===== src/rtl/addsub_pkg.sv =====
// addsub_pkg: shared definitions for the pipelined adder/subtractor.
//   - MODE_* : bit positions of the per-beat mode word {sat, sgn, sub}
//   - geometry_ok() : elaboration-time legality check for WIDTH/CHUNK/STAGES
//   - sat_value()   : clamp value chosen when a saturating beat overflows
package addsub_pkg;

  localparam int MODE_SUB = 0;
  localparam int MODE_SGN = 1;
  localparam int MODE_SAT = 2;
  localparam int MODE_W   = 3;

  // Widest result sat_value() can build; callers cast down to their width.
  localparam int SAT_MAX_W = 256;

  // The pipeline splits WIDTH into STAGES equal slices, each made of whole
  // CHUNK-bit lookahead groups, so WIDTH must divide evenly by both.
  function automatic bit geometry_ok(input int width, input int chunk, input int stages);
    if (chunk <= 0 || stages < 2 || width > SAT_MAX_W) return 1'b0;
    return (width % (chunk * stages)) == 0;
  endfunction

  // Signed: a result with MSB clear after overflow means the true value went
  // below the minimum (neg + neg wrapped positive), so clamp to 100..0;
  // otherwise clamp to 011..1. Unsigned: add clamps high, sub clamps to zero.
  function automatic logic [SAT_MAX_W-1:0] sat_value(input logic sgn, input logic sub,
                                                      input logic raw_msb, input int width);
    logic [SAT_MAX_W-1:0] ones;
    ones = {SAT_MAX_W{1'b1}} >> (SAT_MAX_W - width);
    if (sgn) return raw_msb ? (ones >> 1) : (ones & ~(ones >> 1));
    return sub ? '0 : ones;
  endfunction

endpackage


===== src/rtl/cla_chunk.sv =====
// cla_chunk: N-bit combinational carry-lookahead adder group.
//   a, b  : addends
//   cin   : carry into bit 0
//   s     : sum
//   cout  : carry out of bit N-1
//   gp    : group propagate (every bit propagates, so cout == cin)
module cla_chunk
  import addsub_pkg::*;
#(
  parameter int N = 4
) (
  input  logic [N-1:0] a,
  input  logic [N-1:0] b,
  input  logic         cin,
  output logic [N-1:0] s,
  output logic         cout,
  output logic         gp
);

  logic [N-1:0] p;
  logic [N-1:0] g;
  logic [N:0]   c;
  logic         term;
  logic         run;

  assign p = a ^ b;
  assign g = a & b;

  // Each carry is the flattened lookahead sum-of-products
  // g[i] | p[i]g[i-1] | ... | p[i..0]cin, not a ripple through c[i].
  always_comb begin
    c    = '0;
    term = 1'b0;
    run  = 1'b0;
    c[0] = cin;
    for (int i = 0; i < N; i++) begin
      term = g[i];
      run  = p[i];
      for (int j = i - 1; j >= 0; j--) begin
        term = term | (run & g[j]);
        run  = run & p[j];
      end
      c[i+1] = term | (run & cin);
    end
  end

  assign s    = p ^ c[N-1:0];
  assign cout = c[N];
  assign gp   = &p;

endmodule


===== src/rtl/addsub_pipe.sv =====
// addsub_pipe: pipelined two's-complement adder/subtractor with flags,
// optional saturation and a valid/ready handshake.
//   clk, rst              : clock, asynchronous active-high reset
//   in_valid / in_ready   : operand beat handshake
//   a, b, ci              : operands and carry/borrow in
//   sub, sgn, sat         : mode bits travelling with the beat
//   out_valid / out_ready : result beat handshake
//   sum                   : result after saturation
//   cflag, vflag          : carry/borrow out, overflow before saturation
//   zflag, nflag          : zero and negative of sum
//
// Handshake: a beat moves when valid && ready on the same rising edge. The
// whole pipe advances together when the output register is empty or being
// drained (in_ready = !out_valid || out_ready); otherwise every stage holds,
// and out_valid with its sum/flags stay frozen until out_ready.
module addsub_pipe
  import addsub_pkg::*;
#(
  parameter int WIDTH  = 16,
  parameter int CHUNK  = 4,
  parameter int STAGES = 4
) (
  input  logic             clk,
  input  logic             rst,
  input  logic             in_valid,
  output logic             in_ready,
  input  logic [WIDTH-1:0] a,
  input  logic [WIDTH-1:0] b,
  input  logic             ci,
  input  logic             sub,
  input  logic             sgn,
  input  logic             sat,
  output logic             out_valid,
  input  logic             out_ready,
  output logic [WIDTH-1:0] sum,
  output logic             cflag,
  output logic             vflag,
  output logic             zflag,
  output logic             nflag
);

  localparam int SL   = WIDTH / STAGES;  // bits resolved per stage
  localparam int NCH  = SL / CHUNK;      // lookahead groups per stage
  localparam int LAST = STAGES - 1;

  if (!geometry_ok(WIDTH, CHUNK, STAGES)) begin : g_bad_geometry
    $error("addsub_pipe: WIDTH must be a multiple of CHUNK*STAGES (STAGES >= 2)");
  end

  logic adv;
  assign adv      = !out_valid || out_ready;
  assign in_ready = adv;

  // Stage k inputs (st_*) and the slice-k results it produces (nx_*).
  // st_b holds the transformed second operand, so the MSB test for signed
  // overflow sees exactly what the adder saw.
  logic                 st_v [STAGES];
  logic [WIDTH-1:0]     st_a [STAGES];
  logic [WIDTH-1:0]     st_b [STAGES];
  logic [WIDTH-1:0]     st_s [STAGES];
  logic                 st_c [STAGES];
  logic [MODE_W-1:0]    st_m [STAGES];
  logic [WIDTH-1:0]     nx_s [STAGES];
  logic                 nx_c [STAGES];

  // Inter-stage registers; the final stage registers straight into the outputs.
  logic                 r_v [LAST];
  logic [WIDTH-1:0]     r_a [LAST];
  logic [WIDTH-1:0]     r_b [LAST];
  logic [WIDTH-1:0]     r_s [LAST];
  logic                 r_c [LAST];
  logic [MODE_W-1:0]    r_m [LAST];

  logic [MODE_W-1:0]    head_m;

  always_comb begin
    head_m           = '0;
    head_m[MODE_SUB] = sub;
    head_m[MODE_SGN] = sgn;
    head_m[MODE_SAT] = sat;
  end

  for (genvar k = 0; k < STAGES; k++) begin : g_stage
    if (k == 0) begin : g_head
      // A - B - ci == A + ~B + !ci: one adder serves both modes.
      assign st_v[0] = in_valid;
      assign st_a[0] = a;
      assign st_b[0] = sub ? ~b : b;
      assign st_c[0] = sub ? ~ci : ci;
      assign st_s[0] = '0;
      assign st_m[0] = head_m;
    end else begin : g_body
      assign st_v[k] = r_v[k-1];
      assign st_a[k] = r_a[k-1];
      assign st_b[k] = r_b[k-1];
      assign st_s[k] = r_s[k-1];
      assign st_c[k] = r_c[k-1];
      assign st_m[k] = r_m[k-1];
    end

    logic [SL-1:0] ss;

    for (genvar j = 0; j < NCH; j++) begin : g_chunk
      logic             cin_j;
      logic             cout_j;
      logic             co;
      logic             gp;
      logic [CHUNK-1:0] cs;

      if (j == 0) begin : g_c0
        assign cin_j = st_c[k];
      end else begin : g_cn
        assign cin_j = g_chunk[j-1].cout_j;
      end

      cla_chunk #(.N(CHUNK)) u_cla (
        .a    (st_a[k][k*SL + j*CHUNK +: CHUNK]),
        .b    (st_b[k][k*SL + j*CHUNK +: CHUNK]),
        .cin  (cin_j),
        .s    (cs),
        .cout (co),
        .gp   (gp)
      );

      assign ss[j*CHUNK +: CHUNK] = cs;
      // A fully propagating group passes its carry-in straight through.
      assign cout_j = gp ? cin_j : co;
    end

    assign nx_c[k] = g_chunk[NCH-1].cout_j;
    // Slices at and above k are still zero in st_s, so OR merges cleanly.
    assign nx_s[k] = st_s[k] | (WIDTH'(ss) << (k * SL));
  end

  // Final stage: flags and saturation on the completed raw result.
  logic [WIDTH-1:0]  raw;
  logic [WIDTH-1:0]  res;
  logic [WIDTH-1:0]  sat_v;
  logic [MODE_W-1:0] fm;
  logic              cf;
  logic              sov;
  logic              vf;

  assign raw   = nx_s[LAST];
  assign fm    = st_m[LAST];
  assign cf    = fm[MODE_SUB] ? ~nx_c[LAST] : nx_c[LAST];
  assign sov   = (st_a[LAST][WIDTH-1] == st_b[LAST][WIDTH-1]) &&
                 (raw[WIDTH-1] != st_a[LAST][WIDTH-1]);
  assign vf    = fm[MODE_SGN] ? sov : cf;
  assign sat_v = WIDTH'(sat_value(fm[MODE_SGN], fm[MODE_SUB], raw[WIDTH-1], WIDTH));
  assign res   = (fm[MODE_SAT] && vf) ? sat_v : raw;

  always_ff @(posedge clk or posedge rst) begin
    if (rst) begin
      for (int k = 0; k < LAST; k++) begin
        r_v[k] <= 1'b0;
        r_a[k] <= '0;
        r_b[k] <= '0;
        r_s[k] <= '0;
        r_c[k] <= 1'b0;
        r_m[k] <= '0;
      end
      out_valid <= 1'b0;
      sum       <= '0;
      cflag     <= 1'b0;
      vflag     <= 1'b0;
      zflag     <= 1'b0;
      nflag     <= 1'b0;
    end else if (adv) begin
      for (int k = 0; k < LAST; k++) begin
        r_v[k] <= st_v[k];
        r_a[k] <= st_a[k];
        r_b[k] <= st_b[k];
        r_s[k] <= nx_s[k];
        r_c[k] <= nx_c[k];
        r_m[k] <= st_m[k];
      end
      out_valid <= st_v[LAST];
      // Bubbles leave the last result visible instead of loading junk.
      if (st_v[LAST]) begin
        sum   <= res;
        cflag <= cf;
        vflag <= vf;
        zflag <= (res == '0);
        nflag <= res[WIDTH-1];
      end
    end
  end

endmodule

===== config.mk =====
export PLATFORM = sky130hd
export DESIGN_NAME = addsub_pipe
export DESIGN_NICKNAME = d
export VERILOG_FILES = /design/src/rtl/addsub_pkg.sv /design/src/rtl/cla_chunk.sv /design/src/rtl/addsub_pipe.sv
export SDC_FILE = /design/constraint.sdc
export NUM_CORES = 1
export LEC_CHECK = 0
export ABC_AREA = 1
export CAP_MARGIN = 0
export CORE_MARGIN = 10
export CORE_UTILIZATION = 55
export CTS_CLUSTER_DIAMETER = 200
export DETAILED_ROUTE_END_ITERATION = 6
export GPL_TIMING_DRIVEN = 0
export HOLD_SLACK_MARGIN = 0.1
export PLACE_DENSITY = 0.79
export SETUP_SLACK_MARGIN = 0.02
export SLEW_MARGIN = 0
export SYNTH_ARGS = -nofsm -noshare
export SYNTH_HDL_FRONTEND = slang
export SYNTH_SLANG_ARGS = --single-unit

===== constraint.sdc =====
create_clock -name clk -period 3.8 [get_ports clk]
set_input_delay 0.57 -clock clk [delete_from_list [all_inputs] [get_ports clk]]
set_output_delay 0.57 -clock clk [all_outputs]
set_load 0.02 [all_outputs]

---- Yosys cells after proc, flatten, opt, wreduce, memory -nomap -nowiden ----
Cells that the tools add are included.
word-level totals
  flip-flop bits (word level) ............. 168
  output and inout port bits .............. 22
operators by class
  eq/ne operators ......................... 2
  muxes and demuxes ....................... 14
  reductions and logical operators ........ 10
  bitwise logic cells ..................... 122
operators by type and width
  operator                                        number
  16-bit 2-to-1 mux                               6
  1-bit AND                                       64
  1-bit bitwise OR                                40
  4-bit bitwise XOR                               8
  4-bit AND                                       4
  16-bit zero test                                1
  16-bit inverter                                 1
  16-bit by 12-bit bitwise OR with 16-bit output  1
  16-bit bitwise OR                               1
  4-bit AND reduction                             4
  1-bit 2-to-1 mux                                8
  4-bit by 8-bit bitwise OR with 8-bit output     1
  1-bit logical AND                               2
  1-bit inverter                                  2
  2-bit AND reduction                             1
  1-bit == test                                   1
  1-bit zero test                                 1
  1-bit logical OR                                1
  1-bit inequality test                           1

---- Longest topological paths before layout ----
Gate-level depths: netlist of run 1.
  depth in word-level cells ............... 13
  depth in mapped cells ................... 16
  gate-level depth less buffers ........... 16

---- Cells and area by module ----
Synthesis of run 1 repeated with hierarchy kept, for this count alone.
second synthesis, totals
  cells, all modules ...................... 629
  area total of the unflattened synthesis .. 5311.3 um^2
modules (own cells, without submodules)
  module       area each (um^2)  times used  seq. area each (um^2)  cells each
  addsub_pipe  4425.5            1           2677.6                 481
  cla_chunk    221.5             4           0.0                    37

---- Least setup slack after synthesis of run 1 ----
Ideal clock, no wire load.
  path kind ............................... input -> register
  start ................................... input port sub
  end ..................................... register r_s[35] (netlist name)
  path slack .............................. 1.439 ns
  stages .................................. 12
  setup time .............................. 0.082 ns
  data arrival time ....................... 2.278 ns
  cells stage by stage .................... buf_4 > buf_2 > xnor2_1 > inv_1 > ha_1 > nand2_1 > o21ai_0 > inv_1 > nor2_1 > nor2_1 > or2_2 > a31oi_1
on the way
  cells in the longest elaborated chain, start to end .. 7
ends and longest elaborated chain
  element                                         line                              source
  start, declared                                 addsub_pipe.sv:30                 input logic sub,
  16-bit 2-to-1 mux                               addsub_pipe.sv:88                 assign st_b[0] = sub ? ~b : b;
  4-bit bitwise XOR or 4-bit AND (tied branches)  cla_chunk.sv:26, cla_chunk.sv:27
  1-bit AND, on equally long branches             cla_chunk.sv:40, cla_chunk.sv:41
  1-bit bitwise OR, or another cell as far along  cla_chunk.sv:40                   term = term | (run & g[j]);
  1-bit bitwise OR or 1-bit AND (tied branches)   cla_chunk.sv:40, cla_chunk.sv:43
  1-bit bitwise OR                                cla_chunk.sv:43                   c[i+1] = term | (run & cin);
  4-bit bitwise XOR (*)                           cla_chunk.sv:47                   assign s = p ^ c[N-1:0];
  end signal, assigned by index                   addsub_pipe.sv:174                r_s[k] <= nx_s[k];
  end, declared                                   addsub_pipe.sv:70                 logic [WIDTH-1:0] r_s [LAST];
Mark *: on every way between the ends. The rest lies on a longest branch, timed or not.
A chain may end at the register's enable or synchronous reset.

---- Worst setup path after layout of run 1 ----
  start ................................... input port out_ready
  end ..................................... output port in_ready
on the way
  cells in the longest elaborated chain, start to end .. 1
ends and longest elaborated chain
  element           line               source
  start, declared   addsub_pipe.sv:34  input logic out_ready,
  1-bit logical OR  addsub_pipe.sv:51  assign adv = !out_valid || out_ready;
  end, declared     addsub_pipe.sv:26  output logic in_ready,
Every way passes these cells.

==> reports/metrics.csv, run 1 <==
stage;metric;value;unit
global_routing;grt_pass1_wl;19200;µm
routing;wl_per_cell;15.2;µm
sta;setup_viol;0;
global_routing;overflow;0;
clock_tree;cts_setup_buffers;0;
synthesis;synth_async_sr_flop_share;1.00;
clock_tree;numClockSinks;107;
clock_tree;clkTransAtPathRegs;0.10;ns
clock_tree;cts_resized;0;
place;placedCellCount;737;
sta;fmax;323;MHz
synthesis;synth_top_area_frac;0.538;
critical_path;r2r_start;r_b[14];
place;dpl_cell_area;0.00575;mm²
sta;max_slew_margin;0.571;
clock_tree;hold_buffers;0;
synthesis;ys_warn_count;0;
routing;vias_per_cell;5.27;
routing;route.met2.wl;5600;µm
hold_path;hp-start;r_b[30];
run_status;status;finished, final reports clean;
floorplan;coreArea;0.00876;mm²
clock_tree;cts_buffers;9;
synthesis;synth_top_area_cell;dfrtp_1;
hold_path;holdPathStages;2;
synthesis;synth_area_leaders;dfrtp_1 (54%), nand2_1 (14%), o21ai_0 (6.1%);
cells_and_area;drive_gt1_frac;0.0543;
global_routing;grt_usage;0.179;
critical_path;worst_ep_required_time;3.23;ns
routing;wl;11400;µm
synthesis;ys_ff_latch;107;
cells_and_area;fin_util;0.681;
synthesis;synth_edf_count;0;
hold_path;min_to;r_b[14];
place;gp_congestion;0.871;
clock_tree;clockBufferDepth;2;
cells_and_area;final_cells;753;
sta;hold_viol_final;0;
critical_path;reg2reg_depth;14;
routing;ant_nets;0;
critical_path;endpoint_kind;primary output;
critical_path;cp_data_arrival_time;2.52;ns
pwr;vdd_ir_drop_max;0.394;mV
floorplan;fp.dieW;115;µm
routing;drt_iter0_drc;259;
place;port_buffers;60;
sta;period_minus_slack;3.09;ns
critical_path;crit_path_start_kind;primary input;
cells_and_area;postLayoutCellArea;0.00597;mm²
synthesis;synth_nets;628;
critical_path;crit_fanout;10;
clock_tree;htreeDepth;3;
global_routing;antenna_found_initial;0;
cells_and_area;area_growth;19.8;%
floorplan;pin_count;62;
sta;period_share;0.814;
synthesis;netlist_area;0.00498;mm²
clock_tree;clk_latency;0.37;ns
synthesis;synth_cell_types;33;
sta;rsz0062_at_grt;no;
cells_and_area;diodes;0;
hold_path;min_path_type;register to register;
sta;worstMarginPinSlew;0.643;ns
global_routing;grt_pass1_vias;4064;
cells_and_area;nets;700;
floorplan;fp-row-count;34;
floorplan;die_y;115;µm
routing;wl_met1;4890;µm
place;hpwl;8440;µm
critical_path;critPathKind;primary input to primary output;
sta;drv_slew;0;
pwr;p_total;5.02;mW
synthesis;synth_flop_cell;dfrtp_1;
routing;vias;3970;
global_routing;grt_max_degree;59;
pwr;power_density;841;mW/mm²
sta;fin_skew;0.00790;ns
floorplan;die_area;0.0133;mm²
routing;dr.pass1.iters;5;
synthesis;yosysSeqAreaShare;0.538;
routing;drc;0;
synthesis;avgSynthCellArea;8.77;µm²
cells_and_area;nFillCells;700;
run;max-cap-violations;0;
routing;met3WireLength;708;µm
critical_path;reg2reg_slack;1.68;ns
clock_tree;cts_tree;done;
routing;highest_layer;met4;
synthesis;syn_inst;568;
pwr;p_leak;2.88;nW
critical_path;rr_endpoint;zflag;
clock_tree;root_buffer;clkbuf_8;
floorplan;start_util;0.568;
synth_stat cells, drive strengths merged, types with 3 or more instances:
cell / number
a31oi: 4
xor2: 6
fa: 4
nand2: 191
xnor2: 16
o21ai: 62
nor2: 34
buf: 6
dfrtp: 107
ha: 16
a21oi: 19
inv: 51
nand3: 14
o22ai: 3
clkbuf: 20
cell usage in the layout, fill, tap and decap left out, types with 4 or more instances in the layout:
master           netlist  final
nand2_1              187    187
dfrtp_1              107    107
clkdlybuf4s50_1        0     60
inv_1                 50     49
fa_1                   4      4
a31oi_1                4      4
xnor2_1               16     16
nand3_1               11     11
nor2_1                33     33
nand2_2                4      4
clkbuf_1              20     20
xor2_1                 6      6
ha_1                  16     16
clkbuf_8               0      9
a21oi_1               19     19
o21ai_0               61     61
flip-flops by register name, indices dropped and copies added (netlist names):
name                   cells
r_a                       24
r_b                       24
r_s                       24
sum                       16
r_m                        6
fm                         3
g_stage.g_chunk.cin_j      3
r_v                        3
cflag                      1
out_valid                  1
vflag                      1
zflag                      1
through the flow:
stage	hold slack, ns	worst slack, ns	setup TNS [ns]
after CTS	0.475	0.716	0
after global placement	0.449	-1.00	-106.46
after floorplan	0.432	0.413	0
final	0.468	0.708	0
after global routing	0.507	0.571	0
after detailed placement	0.452	0.723	0
routing by layer:
metal | vias up | GRT usage
met5 | - | 0
met2 | 114 | 0.303
met4 | 0 | 0.0561
met3 | 18 | 0.0458
li1 | 1954 | -
met1 | 1884 | 0.220
power by group:
| group | switching [mW] | total (mW) | leakage (nW) | internal (mW) |
|---|---|---|---|---|
| combinational | 1.39 | 2.30 | 1.48 | 0.909 |
| sequential | 0.293 | 1.93 | 1.28 | 1.64 |
| clock | 0.412 | 0.789 | 0.111 | 0.378 |
| total | 2.10 | 5.02 | 2.88 | 2.92 |
worst max path at each step:
stage               slack (ns)      start        to  cells after the start
floorplan                 0.41        rst     cflag                      1
CTS                       0.72  out_ready  in_ready                      5
global placement         -1.00        rst   r_a[37]                      2
detailed placement        0.72  out_ready  in_ready                      5
global route              0.57  out_ready  in_ready                      5
finish                    0.71  out_ready  in_ready                      5
worst max-delay path, cell delays in order:
cell	delay, ns
clkdlybuf4s50_1	0.40
nor2_1	0.46
inv_2	0.15
clkbuf_1	0.31
clkdlybuf4s50_1	0.63
cell families (layout without fill, tap and decap cells):
logic type,count (synthesis),in the layout,synth area share
AO/OA/AOI/OAI,96,96,0.105
XOR/XNOR,22,22,0.0387
adder cells (fa/ha/maj),20,20,0.0563
buffers and inverters,77,154,0.0636
flip-flops,107,107,0.538
AND/OR/NAND/NOR,246,246,0.199
cell type report:
cell class	instances	area, µm²	area share
Clock buffer	9	124	0.0208
Multi-Input combinational cell	384	1990	0.333
Sequential cell	107	2680	0.449
Tap cell	108	135	0.0226
Inverter	51	194	0.0325
Clock inverter	7	98.8	0.0166
Timing Repair Buffer	61	628	0.105
Buffer	26	125	0.0210
Note: power is estimated with default switching activity, not from simulation.
==> run 2, diff against run 1 <==
--- a/config.mk
+++ b/config.mk
@@ -8,12 +8,12 @@
 export ABC_AREA = 1
 export CAP_MARGIN = 0
 export CORE_MARGIN = 10
-export CORE_UTILIZATION = 55
+export CORE_UTILIZATION = 50
 export CTS_CLUSTER_DIAMETER = 200
 export DETAILED_ROUTE_END_ITERATION = 6
 export GPL_TIMING_DRIVEN = 0
 export HOLD_SLACK_MARGIN = 0.1
-export PLACE_DENSITY = 0.79
+export PLACE_DENSITY = 0.76
 export SETUP_SLACK_MARGIN = 0.02
 export SLEW_MARGIN = 0
 export SYNTH_ARGS = -nofsm -noshare
==> constraint.sdc (replaced) <==
create_clock -name clk -period 2.8 [get_ports clk]
set_input_delay 0.42 -clock clk [delete_from_list [all_inputs] [get_ports clk]]
set_output_delay 0.42 -clock clk [all_outputs]
set_load 0.02 [all_outputs]
==> run 2 against run 1 <==
  * First-iteration DRC count increased by 3.9%
  * Clock skew grew 0.0011 ns
  * Wire length fell by 0.65%
  * Hold slack worse by 0.0066 ns
  * Via count fell by 0.60%
  * Clock power increased by 10%
  * Setup slack worse by 0.55 ns
==> reports/metrics.csv, run 2 (synthesis gave the netlist of run 1 again) <==
stage;metric;value;unit;change
critical_path;crit_path_start_kind;primary input;;
cells_and_area;fin_util;0.614;;-0.0675
critical_path;critPathKind;primary input to primary output;;
floorplan;pin_count;62;;unchanged
floorplan;fp.dieW;120;µm;+4.0%
clock_tree;hold_buffers;0;;unchanged
floorplan;fp-row-count;36;;+5.9%
routing;vias_per_cell;5.07;;-3.9%
place;gp_congestion;0.830;;-4.7%
critical_path;r2r_start;r_b[13];;
global_routing;antenna_found_initial;0;;unchanged
cells_and_area;layout_commonest_cell;nand2_1;;
pwr;vdd_ir_drop_max;0.452;mV;+15%
hold_path;hp-start;sub;;
pwr;p_leak;2.85;nW;-1.1%
clock_tree;clk_latency;0.37;ns;about the same
routing;ant_nets;0;;unchanged
sta;period_share;0.945;;
cells_and_area;most-common-layout-cells;nand2_1 (187), dfrtp_1 (107), o21ai_0 (61);;
global_routing;grt_max_degree;43;;-27%
floorplan;die_y;120;µm;+4.0%
floorplan;start_util;0.512;;-0.0564
global_routing;grt_usage;0.162;;-0.0169
cells_and_area;postLayoutCellArea;0.00597;mm²;about the same
routing;wl_per_cell;14.6;µm;-4.0%
clock_tree;clockBufferDepth;2;;unchanged
critical_path;timing.critical_path.from;out_ready;;
sta;drv_slew;0;;unchanged
sta;tns;0;ns;unchanged
hold_path;min_path_type;primary input to register;;
cells_and_area;drive_gt1_frac;0.0573;;+0.00301
clock_tree;cts_buffers;9;;unchanged
floorplan;coreArea;0.00973;mm²;+11%
sta;rsz0062_at_grt;no;;
cells_and_area;nets;701;;+0.14%
clock_tree;clkTransAtPathRegs;0.10;ns;about the same
sta;setup_viol;0;;unchanged
cells_and_area;diodes;0;;unchanged
clock_tree;root_buffer;clkbuf_8;;
routing;wl;11400;µm;-0.65%
sta;hold-worst-slack;0.461;ns;-0.00664 ns
sta;max_slew_margin;0.503;;-0.0686
critical_path;slowest_delay;0.71;ns;+0.08 ns
place;post-place-ws;0.0334;ns;-0.690 ns
critical_path;worst_ep_required_time;2.38;ns;-0.85 ns
clock_tree;cts_tree;done;;
floorplan;die_area;0.0144;mm²;+8.2%
sta;worstMarginPinSlew;0.745;ns;+0.101 ns
critical_path;cp_data_arrival_time;2.22;ns;-0.30 ns
routing;drt_iter0_drc;269;;+3.9%
place;placedCellCount;763;;+3.5%
routing;drc;0;;unchanged
cells_and_area;nFillCells;889;;+27%
pwr;p_total;6.62;mW;+32%
critical_path;path_buf_inv;4;;unchanged
sta;fin_skew;0.00905;ns;+0.00115 ns
sta;period_minus_slack;2.64;ns;
critical_path;crit_fanout;10;;unchanged
pwr;power_density;1110;mW/mm²;+32%
critical_path;endpoint_kind;primary output;;
place;dpl_cell_area;0.00579;mm²;+0.78%
critical_path;critical_path.most_common_cell;clkdlybuf4s50_1;;
global_routing;overflow;0;;unchanged
global_routing;grt_pass1_vias;4002;;-1.5%
global_routing;grt_pass1_wl;19200;µm;+0.32%
cells_and_area;area_growth;19.9;%;about the same
run_status;status;finished, final reports clean;;
cells_and_area;biggestRegsByFlops;r_a (24), r_b (24), r_s (24);;
critical_path;critPathTopFamily;buffers and inverters;;
clock_tree;htreeDepth;3;;unchanged
place;port_buffers;60;;unchanged
place;hpwl;8650;µm;+2.6%
cells_and_area;final_cells;779;;+3.5%
sta;hold_viol_final;0;;unchanged
clock_tree;numClockSinks;107;;unchanged
run;max-cap-violations;0;;unchanged
sta;fmax;378;MHz;
critical_path;path_cells;clkdlybuf4s50_1, nor2_2, inv_2, clkbuf_1, clkdlybuf4s50_1;;
critical_path;cp_slowest_cell;clkdlybuf4s50_1;;
routing;vias;3946;;-0.60%
routing;dr.pass1.iters;5;;unchanged
sta;final_critical_path_setup_slack;0.155;ns;-0.553 ns
==> run 2: changes by cell type in the layout (fill, tap and decap cells not counted), sizes merged <==
cell / delta
buf: +1
bufinv: -2
clkinv: +1
clkinvlp: +4
inv: -3
==> run 2: per-layer routing <==
layer  part of all wire  global-route usage  vias to the layer above
li1                   -                   -                     1951
met1               0.45               0.205                     1869
met2               0.49               0.272                      112
met3              0.047              0.0389                       14
met4              0.014              0.0445                        0
met5                  0                   0                        -
==> run 2: repair_timing <==
action | in CTS | in global routing
endpoints found under the setup margin | 0 | 1
setup buffers | 0 | 0
gates resized for setup | 0 | 1
==> run 2: final cells by class <==
type                    instances  area [µm²]  area share
repair buffers                 62         641       0.107
clock inverters                 7        52.6     0.00880
clock buffers                   9         124      0.0208
inverters                      51         195      0.0327
plain buffers                  26         125      0.0210
flip-flops and latches        107        2680       0.449
multi-input cells             384        1990       0.333
well taps                     133         166      0.0279
==> run 2: worst paths after layout <==
kind | end | slack, ns | cells past startpoint
hold / removal | r_b[46] | 0.46 | 3
max in group asynchronous | r_s[9] | 1.63 | 3
setup reg to reg | zflag | 0.70 | 15
hold reg to reg | r_b[26] | 0.48 | 2
min in group asynchronous | sum[15] | 0.52 | 2
setup / recovery | in_ready | 0.16 | 5
==> run 2: where the power goes <==
group          switching [mW]  internal, mW  leakage, nW  total (mW)
logic                    1.88          1.24         1.49        3.12
registers               0.414          2.22         1.28        2.63
clock network           0.543         0.326       0.0779       0.869
==> run 2: tightest hold or removal path: stages <==
cell and delay (ns):
buf_4 0.18, xnor2_1 0.13, o21ai_0 0.06
